<file path="src/rtl/sdram_traffic_pkg.sv">
// Shared types and helpers for the SDRAM traffic checker: FSM state encoding,
// the per-lane test pattern, and the response-stall LFSR constants.
package sdram_traffic_pkg;

  typedef enum logic [1:0] {
    S_IDLE = 2'd0,
    S_WR   = 2'd1,
    S_RD   = 2'd2,
    S_FIN  = 2'd3
  } state_t;

  // Galois form of x^16 + x^14 + x^13 + x^11 + 1, shifting right.
  localparam logic [15:0] LFSR_TAPS = 16'hB400;
  localparam logic [15:0] LFSR_SEED = 16'hACE1;

  // One 16-bit lane of the address-derived pattern; wide buses repeat it per lane.
  function automatic logic [15:0] pat(input logic [15:0] addr_lo, input logic [15:0] seed_lane);
    return addr_lo ^ seed_lane;
  endfunction

endpackage

</file>
<file path="src/rtl/sdram_traffic_lfsr.sv">
// Free-running 16-bit LFSR whose bit 0 is used as pseudo-random response ready.
// Only instantiated when SDRAM_TRAFFIC_CHK_RSP_STALL_EN is defined.
module sdram_traffic_lfsr
  import sdram_traffic_pkg::*;
(
  input  logic clk,
  input  logic reset,
  output logic rsp_ready
);

  logic [15:0] value;

  always_ff @(posedge clk or posedge reset) begin
    if (reset) value <= LFSR_SEED;
    else       value <= (value >> 1) ^ (value[0] ? LFSR_TAPS : 16'h0000);
  end

  assign rsp_ready = value[0];

endmodule

</file>
<file path="config.mk">
export PLATFORM = sky130hd
export DESIGN_NAME = sdram_traffic_lfsr
export DESIGN_NICKNAME = d
export VERILOG_FILES = /design/src/rtl/sdram_traffic_pkg.sv /design/src/rtl/sdram_traffic_lfsr.sv
export SDC_FILE = /design/constraint.sdc
export NUM_CORES = 1
export LEC_CHECK = 0
export CORE_AREA = 2 2 39 41
export DETAILED_ROUTE_END_ITERATION = 10
export DIE_AREA = 0 0 41 43
export PLACE_DENSITY = 0.61
export SYNTH_ARGS = -nofsm -noshare
export SYNTH_HDL_FRONTEND = slang
export SYNTH_SLANG_ARGS = --single-unit
</file>
<file path="constraint.sdc">
create_clock -name clk -period 2.1 [get_ports clk]
set_input_delay 0.42 -clock clk [delete_from_list [all_inputs] [get_ports clk]]
set_output_delay 0.42 -clock clk [all_outputs]
set_load 0.05 [all_outputs]
</file>
==> metrics.cfg <==
[sta]
slew_margin_rel_pct = 64.2
post_route_setup_tns_ns = 0
grt_setup_unrepaired = false
whs_ns = 0.358
fin_crit_sh_pct = 71.2
final.setup_skew_ns = 0.00412
tightestPinTransition_ns = 0.536
final_hold_viol_count = 0
slew_violations = 0
final.setup.worst_slack_ns = 0.606
timing.final.setup_violations = 0
period_minus_slack_ns = 1.49
max_clock_freq_mhz = 669

[drt]
routed_via_density = 3.79
num_vias = 159
drt_wl_total_um = 491
ant_nets = 0
drc = 0
drt-pass1-iter-count = 1
routedWlPerCell_um = 11.7
drtIter0Drc = 0

[logic_synthesis]
library_cell_occupying_the_most_area_in_the_post_synthesis_netlist = sky130_fd_sc_hd__dfstp_2
yosysWarningCount = 0
yosysSeqAreaShare_pct = 93.2
ys.flop_type = sky130_fd_sc_hd__dfstp_2
synth_top_cell_area_share_pct = 47.7
post_synth_main_area_contributors = sky130_fd_sc_hd__dfstp_2 (48%), sky130_fd_sc_hd__dfrtp_1 (45%), sky130_fd_sc_hd__xor2_1 (6.0%)
postSynthRegisterBits = 16
yosys.cell_types.count = 4
synth_edf_count = 0
mapped_cell_area_um2 = 440
syn_avg_cell_area_um2 = 22.0
post_synth_inst_count = 20
synthTopCellsByCount = sky130_fd_sc_hd__dfrtp_1 (8), sky130_fd_sc_hd__dfstp_2 (8), sky130_fd_sc_hd__xor2_1 (3)
syn_nets = 22
synth_async_sr_flop_share_pct = 100

[power]
power.share.clock_pct = 37.4
total_power_uw = 504
netSwitchingPower_uw = 88.2
internal_power_uw = 416
power.leakage_uw = 0.000259
max_rail_drop_vdd_mv = 0.316
share_comb_of_total_power_pct = 1.4
power_switching_share_pct = 17.5
pwr_density_cell_mw_per_mm2 = 980
proportion_of_power_drawn_by_flip_flops_and_latches_pct = 61.3

[setup_path]
worst_setup_path_start_kind = flip-flop
critical_path.cell_chain = buf_4
critPathTopFamily = flip-flops
criticalPathCategory = flip-flop to output port
required_ns = 1.68
critical_path_arrival_ns = 1.07
critical_path_peak_fanout = 5
critPathMaxStageDelay_ns = 0.59
cp-end-kind = output port
crit_path_top_delay_cell = sky130_fd_sc_hd__dfstp_2
crit_buf_inv = 1

[layout]
drive_gt1_share_pct = 50.0
largestRegisters = value (16)
flow.area_growth_from_synthesis_pct = 16.8
largest-register = value
largest_reg_flops = 16
final_core_util_pct = 37.2
antennaDiodeCount = 0
final_net_count = 29

[die]
floorplan.core_area_mm2 = 0.00138
placementRows = 14
boundaryPins = 3
initial_core_util_pct = 31.8
height_of_the_die_um = 43
dieWidth_um = 41
design.die.area_mm2 = 0.00176

[place]
io_buffers = 2
pre_cts_slack_ns = 0.899
finalWeightedCongestion = 0.578
detailed_place_hpwl_um = 324

[status]
run_status = completed

[clock_tree]
post_cts_resized = 0
cts_root_buf = sky130_fd_sc_hd__clkbuf_4
number_of_sinks_on_the_clock_net = 16
cts_setup_buffers = 0
cts-buffers-inserted = 3
cts_hold_bufs = 0
cts_tree = done
clock_insertion_delay_worst_skew_ns = 0.27
clock_tree.buffer_depth = 2
ctsHtreeMaxLevel = 1
path_clk_slew_ns = 0.08

[hold_path]
min_path_type = flip-flop to flip-flop

[global_route]
gr-usage-all-layers_pct = 8.55
grt_pass1_vias = 176
largest_net_degree_at_the_start_of_global_routing = 17
grt.overflow.total = 0
grt_first_pass_wirelength_um = 855
antenna_found_initial = 0

[job]
max_cap_viol_count = 0

[layout by cell type (no fill, tap or decap)]
cell type                         Yosys  routed
sky130_fd_sc_hd__buf_4                0       1
sky130_fd_sc_hd__clkbuf_4             0       3
sky130_fd_sc_hd__clkbuf_8             0       1
sky130_fd_sc_hd__clkdlybuf4s50_1      0       1
sky130_fd_sc_hd__dfrtp_1              8       8
sky130_fd_sc_hd__dfstp_2              8       8
sky130_fd_sc_hd__inv_1                1       1
sky130_fd_sc_hd__xor2_1               3       3
[layer usage]
layer	global-route usage [%]	part of all wire, %	vias up
met4	10.0	1.6	0
met2	8.13	45	3
met3	4.71	4.7	2
met1	11.5	48	80
li1	-	-	74
met5	0	0	-
[area by class of cell]
| cell class | count | area [um2] |
|---|---|---|
| fill | 130 | 870 |
| sequential | 16 | 410 |
| clock buffer | 4 | 36.3 |
| multi-input combinational | 3 | 26.3 |
| tap | 16 | 20.0 |
| timing repair buffer | 2 | 17.5 |
| inverter | 1 | 3.75 |
[path summary, 6_finish.rpt]
| check | depth (start not counted) | end | startpoint | slack [ns] |
|---|---|---|---|---|
| worst min register to register | 0 | value[3] | value[4] | 0.36 |
| worst max register to register | 1 | value[10] | value[0] | 1.25 |
| min in group asynchronous | 2 | value[2] | reset | 0.48 |
| worst max-delay path | 1 | rsp_ready | value[0] | 0.61 |
| max in group asynchronous | 2 | value[11] | reset | 1.25 |
| worst min-delay path | 0 | value[3] | value[4] | 0.36 |
[metrics by stage]
stage	instances	area [um2]
floorplan	20	440
global placement	38	478
detailed placement	38	478
CTS	42	514
global route	42	514
finish	42	514
[power groups by stage]
stage / Sequential (uW) / Clock [uW] / Combinational, uW
3_5_place_dp: 314 / 0 / 7.64
5_1_grt: 309 / 217 / 8.56
4_1_cts: 309 / 201 / 7.57
3_3_place_gp: 314 / 0 / 6.95
2_1_floorplan: 314 / 0 / 4.52
6_report: 309 / 188 / 7.03
[cells by family (layout without fill, tap and decap cells)]
group / after synthesis / after routing / share of synthesized area, %
buf+inv: 1 / 7 / 0.851
xor+xnor: 3 / 3 / 5.97
flops: 16 / 16 / 93.2
Note: power is estimated with default switching activity, not from simulation.
